[config.mk]
export PLATFORM = sky130hd
export DESIGN_NAME = gear_shift_controller_flat
export DESIGN_NICKNAME = d
export VERILOG_FILES = /design/src/rtl/gear_shift_if.sv /design/src/rtl/gear_shift_controller.sv /design/src/flat_wrapper.sv
export SDC_FILE = /design/constraint.sdc
export NUM_CORES = 1
export LEC_CHECK = 0
export BUFFER_PORTS_ARGS = -buffer_cell sky130_fd_sc_hd__buf_2
export CAP_MARGIN = 40
export CORE_MARGIN = 2
export CORE_UTILIZATION = 47
export CTS_CLUSTER_SIZE = 14
export DETAILED_ROUTE_END_ITERATION = 10
export PLACE_DENSITY = 0.62
export SYNTH_ARGS = -nofsm -noshare
export SYNTH_HDL_FRONTEND = slang
export SYNTH_SLANG_ARGS = --single-unit
[constraint.sdc]
create_clock -name clk -period 6.53 [get_ports clk]
set_input_delay 1.306 -clock clk [delete_from_list [all_inputs] [get_ports clk]]
set_output_delay 1.306 -clock clk [all_outputs]
set_load 0.1 [all_outputs]
[src/rtl/gear_shift_if.sv]
// Gear selector bus: driver-side inputs and gear/status outputs.
// master drives engine/button/brake/speed; slave (controller) returns gear status.
interface gear_shift_if;
   logic       engine_on;
   logic       btn_up;
   logic       btn_down;
   logic       is_brake_normal;
   logic       is_brake_hard;
   logic [7:0] speed;
   logic [3:0] current_gear;
   logic       shifting;
   logic       shift_done;
   logic       shift_reject;

   modport master (
      output engine_on, btn_up, btn_down,
      output is_brake_normal, is_brake_hard, speed,
      input  current_gear, shifting, shift_done, shift_reject
   );

   modport slave (
      input  engine_on, btn_up, btn_down,
      input  is_brake_normal, is_brake_hard, speed,
      output current_gear, shifting, shift_done, shift_reject
   );
endinterface

[src/rtl/gear_shift_controller.sv]
// Gear shift controller: debounced buttons, interlocked timed shifts P/R/N/D.
// Ports: clk, rst (async active-low), bus (gear_shift_if.slave).
module gear_shift_controller #(
   parameter int DEBOUNCE_CYCLES = 16,
   parameter int SHIFT_DELAY     = 8
) (
   input logic        clk,
   input logic        rst,
   gear_shift_if.slave bus
);

   localparam logic [3:0]  G_P = 4'd3;
   localparam logic [3:0]  G_R = 4'd6;
   localparam logic [3:0]  G_N = 4'd9;
   localparam logic [3:0]  G_D = 4'd12;
   localparam logic [15:0] CNT_LAST = 16'(DEBOUNCE_CYCLES - 1);
   localparam logic [7:0]  DLY_LOAD = 8'(SHIFT_DELAY - 1);

   typedef enum logic {IDLE, SHIFTING} state_t;

   // index 0 = up, index 1 = down
   logic [1:0]       s1, s2, deb, press;
   logic [1:0][15:0] cnt;

   state_t     state;
   logic [3:0] gear, target;
   logic [7:0] dly;
   logic       shifting, done, reject;

   logic       brake, stopped;
   logic [3:0] req_to;

   assign brake   = bus.is_brake_normal | bus.is_brake_hard;
   assign stopped = (bus.speed == 8'd0);

   function automatic logic [3:0] next_gear(input logic [3:0] g,
                                            input logic up);
      logic [3:0] n;
      n = g;
      unique case (1'b1)
         (g == G_P): n = up ? G_R : G_P;
         (g == G_R): n = up ? G_N : G_P;
         (g == G_N): n = up ? G_D : G_R;
         (g == G_D): n = up ? G_D : G_N;
         default:    n = g;
      endcase
      return n;
   endfunction

   // Same-gear moves (up in D, down in P) fall to the default and fail.
   function automatic logic legal(input logic [3:0] from,
                                  input logic [3:0] to,
                                  input logic br,
                                  input logic st);
      logic ok;
      ok = 1'b0;
      case ({from, to})
         {G_P, G_R}: ok = br & st;
         {G_R, G_P}: ok = br & st;
         {G_R, G_N}: ok = 1'b1;
         {G_N, G_R}: ok = st;
         {G_N, G_D}: ok = 1'b1;
         {G_D, G_N}: ok = 1'b1;
         default:    ok = 1'b0;
      endcase
      return ok;
   endfunction

   assign req_to = next_gear(gear, press[0]);

   // Press event is registered together with the debounced 0->1 flip.
   always_ff @(posedge clk or negedge rst) begin
      if (!rst) begin
         s1    <= '0;
         s2    <= '0;
         deb   <= '0;
         press <= '0;
         cnt   <= '0;
      end else begin
         s1 <= {bus.btn_down, bus.btn_up};
         s2 <= s1;
         for (int i = 0; i < 2; i++) begin
            press[i] <= 1'b0;
            if (s2[i] != deb[i]) begin
               if (cnt[i] == CNT_LAST) begin
                  deb[i]   <= s2[i];
                  cnt[i]   <= '0;
                  press[i] <= s2[i];
               end else begin
                  cnt[i] <= cnt[i] + 16'd1;
               end
            end else begin
               cnt[i] <= '0;
            end
         end
      end
   end

   always_ff @(posedge clk or negedge rst) begin
      if (!rst) begin
         state    <= IDLE;
         gear     <= G_P;
         target   <= G_P;
         dly      <= '0;
         shifting <= 1'b0;
         done     <= 1'b0;
         reject   <= 1'b0;
      end else begin
         done   <= 1'b0;
         reject <= 1'b0;
         if (!bus.engine_on) begin
            // Rolling with engine off: hold neutral until standstill.
            state    <= IDLE;
            shifting <= 1'b0;
            gear     <= stopped ? G_P : G_N;
         end else begin
            case (state)
               IDLE: begin
                  if (press[0] & press[1]) begin
                     reject <= 1'b1;
                  end else if (press[0] | press[1]) begin
                     if (legal(gear, req_to, brake, stopped)) begin
                        target   <= req_to;
                        dly      <= DLY_LOAD;
                        state    <= SHIFTING;
                        shifting <= 1'b1;
                     end else begin
                        reject <= 1'b1;
                     end
                  end
               end
               SHIFTING: begin
                  if (dly != 8'd0) begin
                     dly <= dly - 8'd1;
                  end else begin
                     state    <= IDLE;
                     shifting <= 1'b0;
                     if (legal(gear, target, brake, stopped)) begin
                        gear <= target;
                        done <= 1'b1;
                     end else begin
                        reject <= 1'b1;
                     end
                  end
               end
               default: state <= IDLE;
            endcase
         end
      end
   end

   assign bus.current_gear = gear;
   assign bus.shifting     = shifting;
   assign bus.shift_done   = done;
   assign bus.shift_reject = reject;

endmodule

[src/flat_wrapper.sv]
// flat-port wrapper written by rule: the top's interface ports become plain ports
module gear_shift_controller_flat 
#(
   parameter int DEBOUNCE_CYCLES = 16,
   parameter int SHIFT_DELAY     = 8
)
  (clk, rst, bus_engine_on, bus_btn_up, bus_btn_down, bus_is_brake_normal, bus_is_brake_hard, bus_speed, bus_current_gear, bus_shifting, bus_shift_done, bus_shift_reject);
  gear_shift_if bus_i ();
  input logic clk;
  input logic rst;
  input wire logic [$bits(bus_i.engine_on)-1:0] bus_engine_on;
  input wire logic [$bits(bus_i.btn_up)-1:0] bus_btn_up;
  input wire logic [$bits(bus_i.btn_down)-1:0] bus_btn_down;
  input wire logic [$bits(bus_i.is_brake_normal)-1:0] bus_is_brake_normal;
  input wire logic [$bits(bus_i.is_brake_hard)-1:0] bus_is_brake_hard;
  input wire logic [$bits(bus_i.speed)-1:0] bus_speed;
  output wire logic [$bits(bus_i.current_gear)-1:0] bus_current_gear;
  output wire logic [$bits(bus_i.shifting)-1:0] bus_shifting;
  output wire logic [$bits(bus_i.shift_done)-1:0] bus_shift_done;
  output wire logic [$bits(bus_i.shift_reject)-1:0] bus_shift_reject;
  assign bus_i.engine_on = bus_engine_on;
  assign bus_i.btn_up = bus_btn_up;
  assign bus_i.btn_down = bus_btn_down;
  assign bus_i.is_brake_normal = bus_is_brake_normal;
  assign bus_i.is_brake_hard = bus_is_brake_hard;
  assign bus_i.speed = bus_speed;
  assign bus_current_gear = bus_i.current_gear;
  assign bus_shifting = bus_i.shifting;
  assign bus_shift_done = bus_i.shift_done;
  assign bus_shift_reject = bus_i.shift_reject;
  gear_shift_controller #(.DEBOUNCE_CYCLES(DEBOUNCE_CYCLES), .SHIFT_DELAY(SHIFT_DELAY)) u_core (.clk(clk), .rst(rst), .bus(bus_i));
endmodule
==> flow_summary_export.csv <==
group,metric,value,unit
pwr,p_int,542,uW
global_route,grt_overflow,0,
clock_tree,cts_tree,"done",
cells_and_area,stdcell_area,3340,um^2
setup_path,cpMaxStageDelayCell,"or4_1",
global_route,antenna_found_initial,0,
global_route,grt_usage,0.174,
global_route,grt_first_pass_wirelength,9.85,mm
yosys,synth.yosys.warnings,0,
yosys,synthTopCellsByCount,"dfrtp_1 (56), nor2_1 (42), nand2_1 (25)",
floorplan,core,6280,um^2
floorplan,initial_core_util,0.479,
yosys,yosys.cell_types.count,54,
pwr,comb_power_share,0.034,
setup_path,r2r_start,"u_core.bus.current_gear[2]$_DFFE_PN0P_",
timing,fin_skew,0.00811,ns
timing,maxSlewViolCount,0,
clock_tree,htree_levels,3,
yosys,synth_cells,308,
cells_and_area,multi_input_area,1420,um^2
setup_path,crit_top_cell,"nand2_1",
floorplan,die_w,84.0,um
yosys,synth_edf_count,0,
cells_and_area,layout.nets,352,
setup_path,critical_path_class,"in -> reg",
drt,routed_wl,5.43,mm
yosys,yosysTopAreaCell,"dfrtp_1",
pwr,p_seq_frac,0.541,
clock_tree,ctsResizeCount,0,
clock_tree,clk_path_buf_depth,2,
setup_path,slowest_delay,0.57,ns
clock_tree,post_cts_buffers,0,
pwr,ir_worst_vdd,0.141,mV
timing,final.min_clock_period,3.01,ns
setup_path,path_max_fanout,11,
yosys,avgSynthCellArea,9.77,um^2
floorplan,core.rowCount,29,
drt,drt_iter0_drc,97,
pwr,power.density,210,nW/um^2
cells_and_area,nFillCells,576,
floorplan,ios,22,
clock_tree,cts_buffers,9,
clock_tree,path_clk_slew,0.07,ns
placed_design,portBuffers,21,
cells_and_area,area_growth,10.9,%
drt,vias,2243,
timing,rsz0062_at_grt,"no",
yosys,synth-seq-cells,60,
setup_path,critPathLaunch,"bus_speed[5]",
yosys,synth_area_leaders,"dfrtp_1 (47%), nor2_1 (5.2%), xor2_1 (4.1%), dfstp_2 (3.5%), xnor2_1 (3.5%)",
setup_path,path_buf_inv,1,
pwr,p_leak,0.00149,uW
yosys,ys_seq_area_frac,0.501,
setup_path,crit_chain,"buf_2, nor4_2, nand2_1, a211o_1, a22oi_4, a41oi_2, or4_1, nand2_1",
drt,antenna_left,0,
pwr,p_sw_frac,0.226,
yosys,netlist.area_leader.share,0.466,
yosys,syn_area,3010,um^2
yosys,syn_nets,327,
global_route,grt_max_degree,61,
clock_tree,insertion_delay,0.34,ns
drt,wl_per_cell,13.1,um
placed_design,gp_congestion,0.825,
worst_hold_path,min_path_type,"reg -> reg",
cells_and_area,seqCellArea,1510,um^2
timing,whs,0.348,ns
flow_run,drv_cap,0,
setup_path,crit_family,"simple AND/OR/NAND/NOR gates",
pwr,p_sw,159,uW
clock_tree,cts_num_sinks,60,
placed_design,postPlaceCellArea,3160,um^2
timing,maxSlewHeadroom,0.507,
cells_and_area,antenna_cells,0,
timing,hold_viol,0,
floorplan,die_h,84.0,um
setup_path,required,6.81,ns
placed_design,dpl.hpwl,3.68,mm
drt,vias_per_cell,5.40,
global_route,grt_pass1_vias,2158,
yosys,yosysMostFrequentCell,"dfrtp_1",
drt,drc,0,
worst_hold_path,min-delay-start,"u_core.s1[1]$_DFF_PN0_",
floorplan,dieArea,7060,um^2
clock_tree,cts_hold_buf,0,
setup_path,startpoint_type,"primary input",
cells_and_area,drive_above_1_share,0.148,
status,status,"completed",
setup_path,arrival,3.28,ns
setup_path,worst_setup_path_end_kind,"flop",
drt,dr.pass1.iters,4,
timing,period_share,0.461,
clock_tree,root_buffer,"clkbuf_8",
pwr,clkPwrFrac,0.425,
timing,setup_viol,0,
timing,fmax,0.332,GHz
timing,tns,0,ns
timing,worstMarginPinSlew,0.739,ns
yosys,yosys_most_used_dff,"dfrtp_1",
yosys,synthArstFlopShare,1.00,
-- power by group through the flow --
| stage | Combinational, uW | Clock (uW) | Sequential [uW] |
|---|---|---|---|
| global route | 28.2 | 323 | 379 |
| floorplan | 10.0 | 0 | 385 |
| detailed placement | 24.8 | 0 | 386 |
| global placement | 24.9 | 0 | 386 |
| CTS | 24.9 | 308 | 379 |
| finish | 23.8 | 298 | 379 |
-- layout by cell type (no fill, tap or decap), drive strengths merged, types with 8 or more instances in the layout --
cell,n
a21oi,17
and3,10
buf,22
clkbuf,14
dfrtp,56
inv,9
nand2,25
nand3,11
nand4,8
nor2,42
nor4,8
o21ai,19
or3,10
xnor2,12
xor2,14
-- per-layer routing --
metal	global-route usage	share of wire	vias up	routed length, um
li1	-	-	1137	-
met1	0.233	0.49	1052	2680
met2	0.268	0.44	46	2400
met3	0.0455	0.044	8	241
met4	0.0748	0.019	0	102
met5	0	0	-	0
-- cell families (layout without fill, tap and decap cells) --
logic type               Yosys count  count (layout)  synth area share
XOR/XNOR                          26              26            0.0757
AO/OA/AOI/OAI                     56              56             0.120
adder cells (fa/ha/maj)            5               5            0.0200
AND/OR/NAND/NOR                  142             142             0.247
flip-flops                        60              60             0.501
multiplexers                       2               2           0.00748
buffers and inverters             17              47            0.0291
-- layout make-up --
class                   count  share of cell area
multi-input cells         231               0.424
repair buffers             22              0.0337
inverters                   9              0.0101
well taps                  77              0.0289
clock inverters             2             0.00300
clock buffers              14              0.0487
flip-flops and latches     60               0.451
-- state kept, by name, summed over array words and instances, names as in the netlist --
register	flops
u_core.bus.shifting	1
u_core.s1	2
u_core.bus.current_gear	4
u_core.bus.shift_reject	1
u_core.target	4
u_core.state	1
u_core.deb	2
u_core.bus.shift_done	1
u_core.s2	2
u_core.dly	8
u_core.press	2
u_core.cnt	32
-- through the flow --
step	util	std cells	power, uW	setup slack (ns)
2_1_floorplan	-	308	395	3.55
5_1_grt	0.532	415	731	3.37
4_1_cts	0.532	415	712	3.52
3_3_place_gp	0.504	399	411	3.23
6_report	0.532	415	700	3.52
3_5_place_dp	0.504	399	410	3.17
-- final timing paths --
path                                                          end  slack, ns  cells past startpoint
max                                     u_core.dly[5]$_DFFE_PN0P_       3.52                      8
min                                        u_core.s2[1]$_DFF_PN0_       0.35                      0
max reg2reg                             u_core.dly[5]$_DFFE_PN0P_       4.09                      7
min reg2reg                                u_core.s2[1]$_DFF_PN0_       0.35                      0
max in group asynchronous                u_core.cnt[18]$_DFF_PN0_       4.92                      2
min in group asynchronous  u_core.bus.current_gear[3]$_DFFE_PN0P_       1.09                      2
Note: power is estimated with default switching activity, not from simulation.
